File: src/rtl/mem_arbiter_pkg.sv
// Shared constants for the two-requester memory arbiter: FSM encoding,
// owner encoding and the NOP instruction word also used by I_cache.
package mem_arb_pkg;

  localparam logic [1:0] ST_IDLE = 2'd0;
  localparam logic [1:0] ST_BUSY = 2'd1;
  localparam logic [1:0] ST_DONE = 2'd2;

  localparam logic OWN_I = 1'b0;
  localparam logic OWN_D = 1'b1;

  localparam logic [31:0] NOP = 32'h0000_0013;

  function automatic logic other_side(input logic side);
    return (side == OWN_I) ? OWN_D : OWN_I;
  endfunction

endpackage

File: src/rtl/mem_arbiter_rr_pick2.sv
// Two-way round-robin pick: a lone request wins outright, a tie goes to the
// side that did not complete the previous transaction.
module rr_pick2
  import mem_arb_pkg::*;
(
  input  logic req_i,
  input  logic req_d,
  input  logic last_owner,
  output logic grant_valid,
  output logic grant_owner
);

  always_comb begin
    grant_valid = req_i | req_d;
    grant_owner = OWN_I;
    if (req_i && req_d) begin
      grant_owner = other_side(last_owner);
    end else if (req_d) begin
      grant_owner = OWN_D;
    end
  end

endmodule

File: src/rtl/mem_arbiter.sv
// Serialises I-side refills and D-side loads/stores onto one req/ack memory
// port; each transaction ends with a one-cycle ready pulse to its owner.
module mem_arbiter
  import mem_arb_pkg::*;
#(
  parameter int ADDR_W = 32,
  parameter int DATA_W = 32
) (
  input  logic              clk,
  input  logic              rst,
  input  logic              i_req,
  input  logic [ADDR_W-1:0] i_addr,
  output logic [DATA_W-1:0] i_data,
  output logic              i_ready,
  input  logic              d_req,
  input  logic              d_we,
  input  logic [ADDR_W-1:0] d_addr,
  input  logic [DATA_W-1:0] d_wdata,
  output logic [DATA_W-1:0] d_rdata,
  output logic              d_ready,
  output logic              mem_req,
  output logic              mem_we,
  output logic [ADDR_W-1:0] mem_addr,
  output logic [DATA_W-1:0] mem_wdata,
  input  logic [DATA_W-1:0] mem_rdata,
  input  logic              mem_ack,
  output logic              owner,
  output logic              busy
);

  logic [1:0]        r_state;
  logic              r_last_owner;
  logic              r_owner;
  logic              r_busy;
  logic              r_mem_req;
  logic              r_mem_we;
  logic [ADDR_W-1:0] r_mem_addr;
  logic [DATA_W-1:0] r_mem_wdata;
  logic [DATA_W-1:0] r_i_data;
  logic [DATA_W-1:0] r_d_rdata;
  logic              r_i_ready;
  logic              r_d_ready;

  logic w_grant_valid;
  logic w_grant_owner;

  rr_pick2 u_pick (
    .req_i       (i_req),
    .req_d       (d_req),
    .last_owner  (r_last_owner),
    .grant_valid (w_grant_valid),
    .grant_owner (w_grant_owner)
  );

  always_ff @(posedge clk) begin
    if (rst) begin
      r_state      <= ST_IDLE;
      r_last_owner <= OWN_D;
      r_owner      <= OWN_D;
      r_busy       <= 1'b0;
      r_mem_req    <= 1'b0;
      r_mem_we     <= 1'b0;
      r_mem_addr   <= '0;
      r_mem_wdata  <= '0;
      r_i_data     <= '0;
      r_d_rdata    <= '0;
      r_i_ready    <= 1'b0;
      r_d_ready    <= 1'b0;
    end else begin
      case (r_state)
        ST_IDLE: begin
          if (w_grant_valid) begin
            r_owner   <= w_grant_owner;
            r_mem_req <= 1'b1;
            r_busy    <= 1'b1;
            r_state   <= ST_BUSY;
            if (w_grant_owner == OWN_D) begin
              r_mem_addr  <= d_addr;
              r_mem_we    <= d_we;
              r_mem_wdata <= d_wdata;
            end else begin
              r_mem_addr  <= i_addr;
              r_mem_we    <= 1'b0;
              r_mem_wdata <= '0;
            end
          end
        end
        ST_BUSY: begin
          // Request payload stays latched; only the ack moves us on.
          if (mem_ack) begin
            r_mem_req    <= 1'b0;
            r_last_owner <= r_owner;
            r_state      <= ST_DONE;
            if (r_owner == OWN_I) begin
              r_i_data  <= mem_rdata;
              r_i_ready <= 1'b1;
            end else begin
              r_d_ready <= 1'b1;
              if (!r_mem_we) begin
                r_d_rdata <= mem_rdata;
              end
            end
          end
        end
        ST_DONE: begin
          r_i_ready <= 1'b0;
          r_d_ready <= 1'b0;
          r_busy    <= 1'b0;
          r_state   <= ST_IDLE;
        end
        default: begin
          r_i_ready <= 1'b0;
          r_d_ready <= 1'b0;
          r_mem_req <= 1'b0;
          r_busy    <= 1'b0;
          r_state   <= ST_IDLE;
        end
      endcase
    end
  end

  assign i_data    = r_i_data;
  assign i_ready   = r_i_ready;
  assign d_rdata   = r_d_rdata;
  assign d_ready   = r_d_ready;
  assign mem_req   = r_mem_req;
  assign mem_we    = r_mem_we;
  assign mem_addr  = r_mem_addr;
  assign mem_wdata = r_mem_wdata;
  assign owner     = r_owner;
  assign busy      = r_busy;

endmodule

File: config.mk
export PLATFORM = sky130hd
export DESIGN_NAME = mem_arbiter
export DESIGN_NICKNAME = d
export VERILOG_FILES = /design/src/rtl/mem_arbiter_pkg.sv /design/src/rtl/mem_arbiter_rr_pick2.sv /design/src/rtl/mem_arbiter.sv
export SDC_FILE = /design/constraint.sdc
export NUM_CORES = 1
export LEC_CHECK = 0
export BUFFER_PORTS_ARGS = -buffer_cell sky130_fd_sc_hd__buf_4
export CELL_PAD_IN_SITES_DETAIL_PLACEMENT = 1
export CELL_PAD_IN_SITES_GLOBAL_PLACEMENT = 1
export CORE_ASPECT_RATIO = 0.5
export CORE_MARGIN = 2
export CORE_UTILIZATION = 33
export CTS_CLUSTER_DIAMETER = 150
export DETAILED_ROUTE_END_ITERATION = 8
export GPL_ROUTABILITY_DRIVEN = 0
export PLACE_DENSITY_LB_ADDON = 0.15
export SYNTH_ARGS = -nofsm -noshare
export SYNTH_HDL_FRONTEND = slang
export SYNTH_HIERARCHICAL = 1
export SYNTH_SLANG_ARGS = --single-unit
File: constraint.sdc
create_clock -name clk -period 1.7 [get_ports clk]
set_clock_uncertainty 0.1 [all_clocks]
set_input_delay 0.17 -clock clk [delete_from_list [all_inputs] [get_ports clk]]
set_output_delay 0.17 -clock clk [all_outputs]
set_load 0.01 [all_outputs]
# Word-level counts from Yosys, hierarchy flattened
# Cells that the tools add are included.
totals:
  ff_bits: 137
  input_bits: 134
  output_inout_bits: 134
  word_cells: 54
op_classes:
  n_eq_ne: 6
  muxes: 19
  n_bitwise: 6
  n_reduce_logical: 11
op_table:
  columns: ["op", "count"]
  rows:
  - ["$mux W32", 2]
  - ["$reduce_and A3 Y1", 4]
  - ["$mux W1", 10]
  - ["$reduce_and A2 Y1", 4]
  - ["$ne A2 B2 Y1 const B", 3]
  - ["$pmux W1 S2", 3]
  - ["$not A1 Y1", 5]
  - ["$mux W2", 2]
  - ["$pmux W2 S2", 1]
  - ["$reduce_and A4 Y1", 1]
  - ["$pmux W1 S3", 1]
  - ["$eq A2 B1 Y1 const B", 1]
  - ["$eq A2 B2 Y1 const B", 1]
  - ["$logic_not A2 Y1", 1]
  - ["$ne A2 B1 Y1 const B", 1]
  - ["$logic_and A1 B1 Y1", 1]
  - ["$or A1 B1 Y1", 1]

# Depth between registers and ports, before layout
# Gate-level depths: netlist (run 1).
logic_depth:
  word_depth: 3
  depth_mapped: 7
  mapped_depth_nobuf: 4

# By module
# Netlist (run 1), hierarchy kept.
modules_own_cells:
  columns: ["module", "instances", "cells_per_inst", "area_each_um2", "seq_area_each_um2"]
  rows:
  - ["mem_arbiter", 1, 605, 5659.2, 2742.6]
  - ["rr_pick2", 1, 2, 13.8, 0.0]

# Worst setup path after synthesis (run 1)
# OpenSTA, ideal clock, no wires.
synth_path:
  path_type: "register to register"
  from: "register r_last_owner"
  to: "register r_mem_addr[25] (netlist: mem_addr[25])"
  t_arrival_ns: 1.185
  required_time_ns: 1.474
  path_slack_ns: 0.289
  stages_incl_launch_ff: 7
  path_cell_list: "dfxtp_1 > a21boi_1 > clkbuf_1 > buf_4 > buf_4 > mux2i_1 > a211oi_2"
synth_between:
  elab_chain_cells: 3
synth_rtl:
  columns: ["element", "line", "rtl"]
  rows:
  - ["start, declared", "mem_arbiter.sv:32", "logic r_last_owner;"]
  - ["start signal, assigned", "mem_arbiter.sv:92", "r_last_owner <= r_owner;"]
  - ["$mux W1", "mem_arbiter_pkg.sv:15", "return (side == OWN_I) ? OWN_D : OWN_I;"]
  - ["$mux W1", "mem_arbiter_rr_pick2.sv:16", "if (req_i && req_d) begin"]
  - ["via w_grant_owner", "mem_arbiter.sv:45", "logic w_grant_owner;"]
  - ["$mux W32", "mem_arbiter.sv:77", "if (w_grant_owner == OWN_D) begin"]
  - ["end signal, assigned", "mem_arbiter.sv:78", "r_mem_addr <= d_addr;"]
  - ["end signal, assigned", "mem_arbiter.sv:82", "r_mem_addr <= i_addr;"]
  - ["end, declared", "mem_arbiter.sv:37", "logic [ADDR_W-1:0] r_mem_addr;"]
# The timed path passes the listed nets, and every way through them passes these cells.
# A chain may end at the register's enable or synchronous reset.

# Worst setup path in the final report (run 1)
layout_path:
  from: "register r_state[1]"
  to: "register r_d_rdata[26] (netlist: d_rdata[26])"
layout_between:
  elab_chain_cells: 2
layout_rtl:
  columns: ["element", "line", "rtl"]
  rows:
  - ["start, declared", "mem_arbiter.sv:31", "logic [1:0] r_state;"]
  - ["start signal, assigned", "mem_arbiter.sv:57", "r_state <= ST_IDLE;"]
  - ["start signal, assigned", "mem_arbiter.sv:76", "r_state <= ST_BUSY;"]
  - ["start signal, assigned", "mem_arbiter.sv:93", "r_state <= ST_DONE;"]
  - ["$eq A2 B1 Y1", "mem_arbiter.sv:70", "case (r_state)"]
  - ["$reduce_and A4 Y1 (no line)", null, null]
  - ["end signal, assigned", "mem_arbiter.sv:100", "r_d_rdata <= mem_rdata;"]
  - ["end, declared", "mem_arbiter.sv:40", "logic [DATA_W-1:0] r_d_rdata;"]
# No other way between the ends.

==> out/qor.csv, run 1 <==
stage,metric,value,unit
pwr,VDD IR max,0.0007186,V
timing,final setup vio count,0,
critical_path,CP Capture Type,flip-flop,
critical_path,"Slowest-stage cell, CP",dfxtp_1,
routing,Via Count,5415,
timing,final worst-path cycle share,92.43,%
critical_path,Crit path largest cell delay,0.52,ns
die,# IOs,268,
global_routing,number of global-route vias before repair,5758,
placed_design,Placed Area,7914,µm²
timing,Worst Tran Pin Value,0.3622,ns
logic_synthesis,Yosys cell types,28,
pwr,Power Internal,0.006442,W
critical_path,CP required,1.92,ns
routing,M1 WL,7831,µm
cts,CTS max path bufs,2,
routing,highest metal used,met4,
pwr,switching power total,0.002282,W
routing,Vias/cell,4.668,
cts,"Reg clk slew, reported paths",0.06,ns
timing,setup TNS,0,ns
routing,drt wl/cell,15.86,µm
pwr,static leakage,4.051,nW
routing,Routed WL,18390,µm
logic_synthesis,Post-Syn Area,5673,µm²
cts,H-tree depth,4,
logic_synthesis,Mean Syn Cell Area,9.346,µm²
cells_and_area,# diodes,0,
logic_synthesis,Syn Inst Count,607,
critical_path,CP Launch Type,flip-flop,
logic_synthesis,register bit count reported by yosys,137,
die,Die H,96.71,µm
cells_and_area,fraction of layout cells with a size suffix above 1,36.33,%
pwr,Sw Ratio,26.16,%
timing,RSZ-0062 raised after global routing,no,
cells_and_area,layout net count,1054,
cts,CTS tree,built,
global_routing,first-pass GRT wire length,29840,µm
critical_path,CP Cell Sequence,and3b_1 -> nand3b_1 -> buf_12 -> mux2i_1,
pwr,share of power burned in registers,40.1,%
worst_hold_path,Hold WC Path Type,in -> reg,
pwr,PwrDens,952.2,nW/µm²
die,full die area,18320,µm²
routing,met2 wire len,9337,µm
die,width of the chip,189.4,µm
timing,Max Freq,0.6364,GHz
global_routing,antenna violations before repair,0,
critical_path,Crit Path Max Fanout,32,
pwr,clock power share,42.4,%
status,status,finished clean,
critical_path,Setup CP Type,reg -> reg,
logic_synthesis,YS warnings,6,
cells_and_area,Syn-to-layout area delta,61.49,%
cells_and_area,fin area,9161,µm²
logic_synthesis,"Seq/Total Area, Yosys",48.35,%
placed_design,dpl hpwl,12450,µm
critical_path,CP bufs+invs,1,
timing,Final Max Slew Viols,0,
routing,ANT nets after route,0,
die,Core Region,16600,µm²
cells_and_area,most frequent cells in the layout,"267 x buf_4, 137 x dfxtp_1, 100 x nand2_1",
routing,met3 routed wirelength,966,µm
logic_synthesis,synthesized net count,741,
global_routing,GRT Util Overall,20.39,%
cells_and_area,"commonest non-fill, non-tap cell in the layout",buf_4,
routing,DRT Pass-1 Iters,4,
timing,slew margin rel.,75.82,%
critical_path,data arrival time of the worst path,1.79,ns
placed_design,PortBufs,267,
cts,Post-CTS Resized,0,
routing,DR DRC count,0,
job,max cap viols,0,
cts,TritonCTS buffer count,17,
cts,CTS sink cnt,137,
critical_path,Top delay family on crit path,flip-flops,
die,Initial Utilization,34.18,%
routing,DRT iter0 DRCs,162,
cts,Worst-Skew Late Latency,0.40,ns
global_routing,GRT overflow,0,
global_routing,largest net degree at the start of global routing,62,
timing,post-layout min period,1.571,ns
die,Rows,33,
pwr,Gate power share,17.5,%
timing,final hold violation count,0,
cts,CTS root buf,clkbuf_16,
-- power groups by stage --
stage	Sequential, W	Clock (W)	Combinational, W
2_1_floorplan	0.00363	0	0.000648
3_3_place_gp	0.00356	0	0.00139
3_5_place_dp	0.00357	0	0.00141
4_1_cts	0.00350	0.00380	0.00154
5_1_grt	0.00352	0.00394	0.00167
6_report	0.00350	0.00370	0.00153
-- layer usage --
metal	vias to the layer above	global-route usage [%]
li1	2674	-
met1	2575	23.70
met2	146	36.77
met3	20	5.370
met4	0	6.142
met5	-	0
-- cells in the mapped netlist --
cell       number  area [µm²]
inv_1           1       3.750
nand4bb_1       1       11.26
and4bb_2        1       12.51
a21boi_1        1       7.510
o21ai_0         3       15.01
mux2i_1        64       640.6
nor2_1         35       131.4
or3b_1          1       8.760
dfxtp_1       137        2743
or2_1           1       6.260
buf_1           3       11.26
nor3_1          3       15.01
a211oi_1        9       67.56
buf_4          12       90.09
and3b_1         1       8.760
nand2b_1       65       406.6
a31oi_1         1       6.260
nand3b_1        2       15.01
nor3b_2         1       12.51
buf_6           9       101.4
nand3_1        33       165.2
a211oi_2       23       287.8
nand2_1       100       375.4
o21a_1          1       7.510
buf_2          14       70.07
clkbuf_1       14       52.55
a21oi_1        68       340.3
buf_12          3       60.06
-- sequential cells by signal (all words and copies together) (netlist names) --
signal and count:
i_data 32, mem_wdata 32, mem_req 1, r_last_owner 1, owner 1, r_state 2
mem_addr 32, i_ready 1, d_rdata 32, busy 1, d_ready 1, mem_we 1
-- through the flow --
| step | power, W | hold slack (ns) | std cells | utilization, % | setup slack [ns] |
|---|---|---|---|---|---|
| 6_report | 0.008724 | 0.01898 | 1160 | 55.19 | 0.1288 |
| 5_1_grt | 0.009129 | 0.02879 | 1160 | 55.19 | 0.01839 |
| 4_1_cts | 0.008841 | 0.005506 | 1160 | 55.19 | 0.09929 |
| 3_5_place_dp | 0.004977 | 0.3115 | 1062 | 47.68 | 0.1241 |
| 3_3_place_gp | 0.004949 | 0.3063 | 1062 | 47.68 | 0.1935 |
| 2_1_floorplan | 0.004278 | 0.1635 | 607 | - | 0.2889 |
-- worst paths after layout --
check,slack (ns),to,cells after the start,from
worst min-delay path,0.02,mem_addr[1]$_SDFFE_PP0P_,3,i_addr[1]
worst max-delay path,0.13,d_rdata[26]$_SDFFE_PP0P_,4,r_state[1]$_SDFFE_PP0P_
worst max register to register,0.13,d_rdata[26]$_SDFFE_PP0P_,4,r_state[1]$_SDFFE_PP0P_
worst min register to register,0.35,mem_wdata[14]$_SDFFE_PP0P_,2,mem_wdata[14]$_SDFFE_PP0P_
-- area by class of cell --
type,count,area (µm²)
fillers,1919,7437
repair buffers,349,2985
flip-flops and latches,137,2743
multi-input cells,414,2559
clock buffers,20,446.7
well taps,227,284.0
clock inverters,12,140.1
inverters,1,3.754
-- cells by family after synthesis --
logic type / count (synthesis) / synth area share [%]
compound gates: 106 / 12.90
flops: 137 / 48.35
mux: 64 / 11.29
buf+inv: 56 / 6.859
simple gates: 244 / 20.60
-- what timing repair did --
item	4_1_cts	5_1_grt
hold buffers	66	0
hold endpoints to repair	99	0
buffers inserted	0	0
-- worst reg2reg max path, cell delays in order, from the launching register on --
cell and delay [ns]:
dfxtp_1 0.52, and3b_1 0.23, nand3b_1 0.13, buf_12 0.26, mux2i_1 0.25
Note: power is estimated with default switching activity, not from simulation.
==> inputs of run 2 (changes only) <==
Settings changed: MAX_ROUTING_LAYER set to met4.
Clock period 1.7 ns to 1.5 ns, I/O delays scaled along.
==> out/qor.csv, run 2 (synthesis gave the netlist of run 1 again) <==
stage,metric,value,unit,change
placed_design,Placed Area,7916,µm²,about the same
timing,post-layout min period,1.504,ns,-0.06726 ns
die,Initial Utilization,34.18,%,unchanged
timing,RSZ-0062 raised after global routing,yes,,
routing,ANT nets after route,0,,unchanged
routing,Vias/cell,4.711,,+0.92%
cells_and_area,layout net count,1078,,+2.3%
die,Die H,96.71,µm,unchanged
die,width of the chip,189.4,µm,unchanged
cts,CTS max path bufs,2,,unchanged
cts,"Reg clk slew, reported paths",0.06,ns,about the same
critical_path,CP Cell Sequence,a21boi_4 -> buf_12 -> buf_4 -> mux2i_1 -> a211oi_1,,
timing,Max Freq,0.6649,GHz,+4.5%
routing,Via Count,5573,,+2.9%
routing,DRT Pass-1 Iters,4,,unchanged
routing,DR DRC count,0,,unchanged
cts,CTS sink cnt,137,,unchanged
pwr,Power Internal,0.007865,W,+22%
cells_and_area,area of the multi-input gates,2590,µm²,+1.2%
pwr,PwrDens,1097,nW/µm²,+15%
timing,fin worst setup slack,-0.003973,ns,-0.1327 ns
timing,final worst-path cycle share,100.3,%,+7.8 points
critical_path,"Slowest-stage cell, CP",dfxtp_1,,
job,max cap viols,0,,unchanged
global_routing,GRT Util Overall,21.25,%,+0.86 points
timing,slew margin rel.,81.13,%,+5.3 points
critical_path,CP Capture Type,flip-flop,,
cts,CTS root buf,clkbuf_16,,
die,full die area,18320,µm²,unchanged
die,Core Region,16600,µm²,unchanged
timing,Final Max Slew Viols,0,,unchanged
cells_and_area,Fillers,1883,,-1.9%
cts,TritonCTS buffer count,17,,unchanged
pwr,Sw Ratio,24.58,%,-1.6 points
pwr,clock power share,43.9,%,+1.5 points
timing,final setup vio count,1,,+1
timing,final hold violation count,0,,unchanged
cells_and_area,"commonest non-fill, non-tap cell in the layout",buf_4,,
routing,DRT iter0 DRCs,139,,-14%
cells_and_area,Reg area,2748,µm²,+0.18%
cts,H-tree depth,4,,unchanged
global_routing,first-pass GRT wire length,30120,µm,+0.95%
die,# IOs,268,,unchanged
pwr,switching power total,0.002563,W,+12%
pwr,VDD IR max,0.0008130,V,+13%
pwr,Gate power share,18.0,%,+0.5 points
die,Rows,33,,unchanged
cells_and_area,fin util,57.26,%,+2.1 points
placed_design,PortBufs,267,,unchanged
worst_hold_path,Hold WC Path Type,in -> reg,,
critical_path,CP bufs+invs,2,,+1
global_routing,antenna violations before repair,1,,+1
status,status,finished with violations,,
critical_path,Crit path largest cell delay,0.35,ns,-0.17 ns
critical_path,CP required,1.68,ns,-0.24 ns
routing,Routed WL,19910,µm,+8.3%
global_routing,GRT overflow,0,,unchanged
critical_path,CP Launch Type,flip-flop,,
cells_and_area,most frequent cells in the layout,"287 x buf_4, 135 x dfxtp_1, 100 x nand2_1",,
cells_and_area,fraction of layout cells with a size suffix above 1,38.95,%,+2.6 points
global_routing,number of global-route vias before repair,5792,,+0.59%
critical_path,data arrival time of the worst path,1.69,ns,-0.10 ns
cells_and_area,Syn-to-layout area delta,67.53,%,
critical_path,Setup CP Type,reg -> reg,,
cells_and_area,fin area,9504,µm²,+3.7%
critical_path,Crit Path Max Fanout,17,,-47%
pwr,static leakage,4.245,nW,+4.8%
cts,CTS tree,built,,
critical_path,Top delay family on crit path,buffers and inverters,,
timing,Worst Tran Pin Value,0.2752,ns,-0.08696 ns
global_routing,largest net degree at the start of global routing,64,,+3.2%
pwr,share of power burned in registers,38.1,%,-2.0 points
status,failing checks,negative setup slack,,
routing,drt wl/cell,16.83,µm,+6.1%
placed_design,dpl hpwl,12700,µm,+2.0%
cts,Worst-Skew Late Latency,0.40,ns,about the same
run 2: changes by cell type in the layout (fill, tap and decap cells not counted), sizes merged:
cell | previous run | this run
bufinv | 2 | 5
dlygate4sd3 | 66 | 65
clkinvlp | 3 | 1
diode | 0 | 1
clkbuf | 20 | 23
inv | 5 | 1
buf | 283 | 303
dlymetal6s4s | 0 | 1
clkinv | 3 | 5
run 2: path summary, 6_finish.rpt:
| kind | start | end | slack [ns] | cells past startpoint |
|---|---|---|---|---|
| max | r_last_owner$_SDFFE_PP1P_ | mem_addr[31]$_SDFFE_PP0P_ | -0.004 | 5 |
| min | i_addr[4] | mem_addr[4]$_SDFFE_PP0P_ | 0.01 | 3 |
| max reg2reg | r_last_owner$_SDFFE_PP1P_ | mem_addr[31]$_SDFFE_PP0P_ | -0.004 | 5 |
| min reg2reg | mem_wdata[26]$_SDFFE_PP0P_ | mem_wdata[26]$_SDFFE_PP0P_ | 0.35 | 2 |
run 2: metrics by stage:
stage	cells	setup WS, ns	hold WS [ns]	power, W	TNS (ns)
2_1_floorplan	607	0.08894	0.1435	0.004848	0
3_3_place_gp	1069	0.03031	0.2865	0.005615	0
3_5_place_dp	1069	-0.03154	0.2987	0.005655	-0.08382
4_1_cts	1167	0.003962	0.005752	0.01042	0
5_1_grt	1183	-0.05836	0.01773	0.01083	-0.3290
6_report	1183	-0.003973	0.01322	0.01043	-0.003973
run 2: per-layer routing:
metal / vias to the layer above / GRT usage, % / part of all wire [%]
met5: - / - / 0
li1: 2720 / - / -
met2: 156 / 36.74 / 51
met1: 2670 / 24.70 / 42
met3: 27 / 4.572 / 4.6
met4: 0 / 6.798 / 2.1
run 2: area by class of cell:
cell class / instances / area share, %
clock buffer: 19 / 4.660
tap: 227 / 2.988
multi-input combinational: 414 / 27.25
sequential: 137 / 28.91
inverter: 1 / 0.03949
timing repair buffer: 373 / 34.04
antenna: 1 / 0.02633
clock inverter: 11 / 2.080
run 2: power groups by stage:
stage / Combinational [W] / Clock, W / Sequential [W]
floorplan: 0.000735 / 0 / 0.00411
global placement: 0.00158 / 0 / 0.00403
detailed placement: 0.00161 / 0 / 0.00404
CTS: 0.00178 / 0.00467 / 0.00397
global route: 0.00203 / 0.00481 / 0.00399
finish: 0.00188 / 0.00458 / 0.00397
run 2: tightest hold or removal path, delay by kind of cell:
kind | cells | cell delay (ns)
buffers and inverters | 1 | 0.11
AOI/OAI and AO/OA | 1 | 0.09
muxes | 1 | 0.13
run 2: timing repair:
item / in CTS / in global routing
resized for setup: 4 / 12
endpoints found under the setup margin: 8 / 58
hold endpoints to repair: 99 / 0
buffers inserted: 1 / 12
hold buffers: 66 / 0
pin swaps: 0 / 2
cloned: 1 / 4
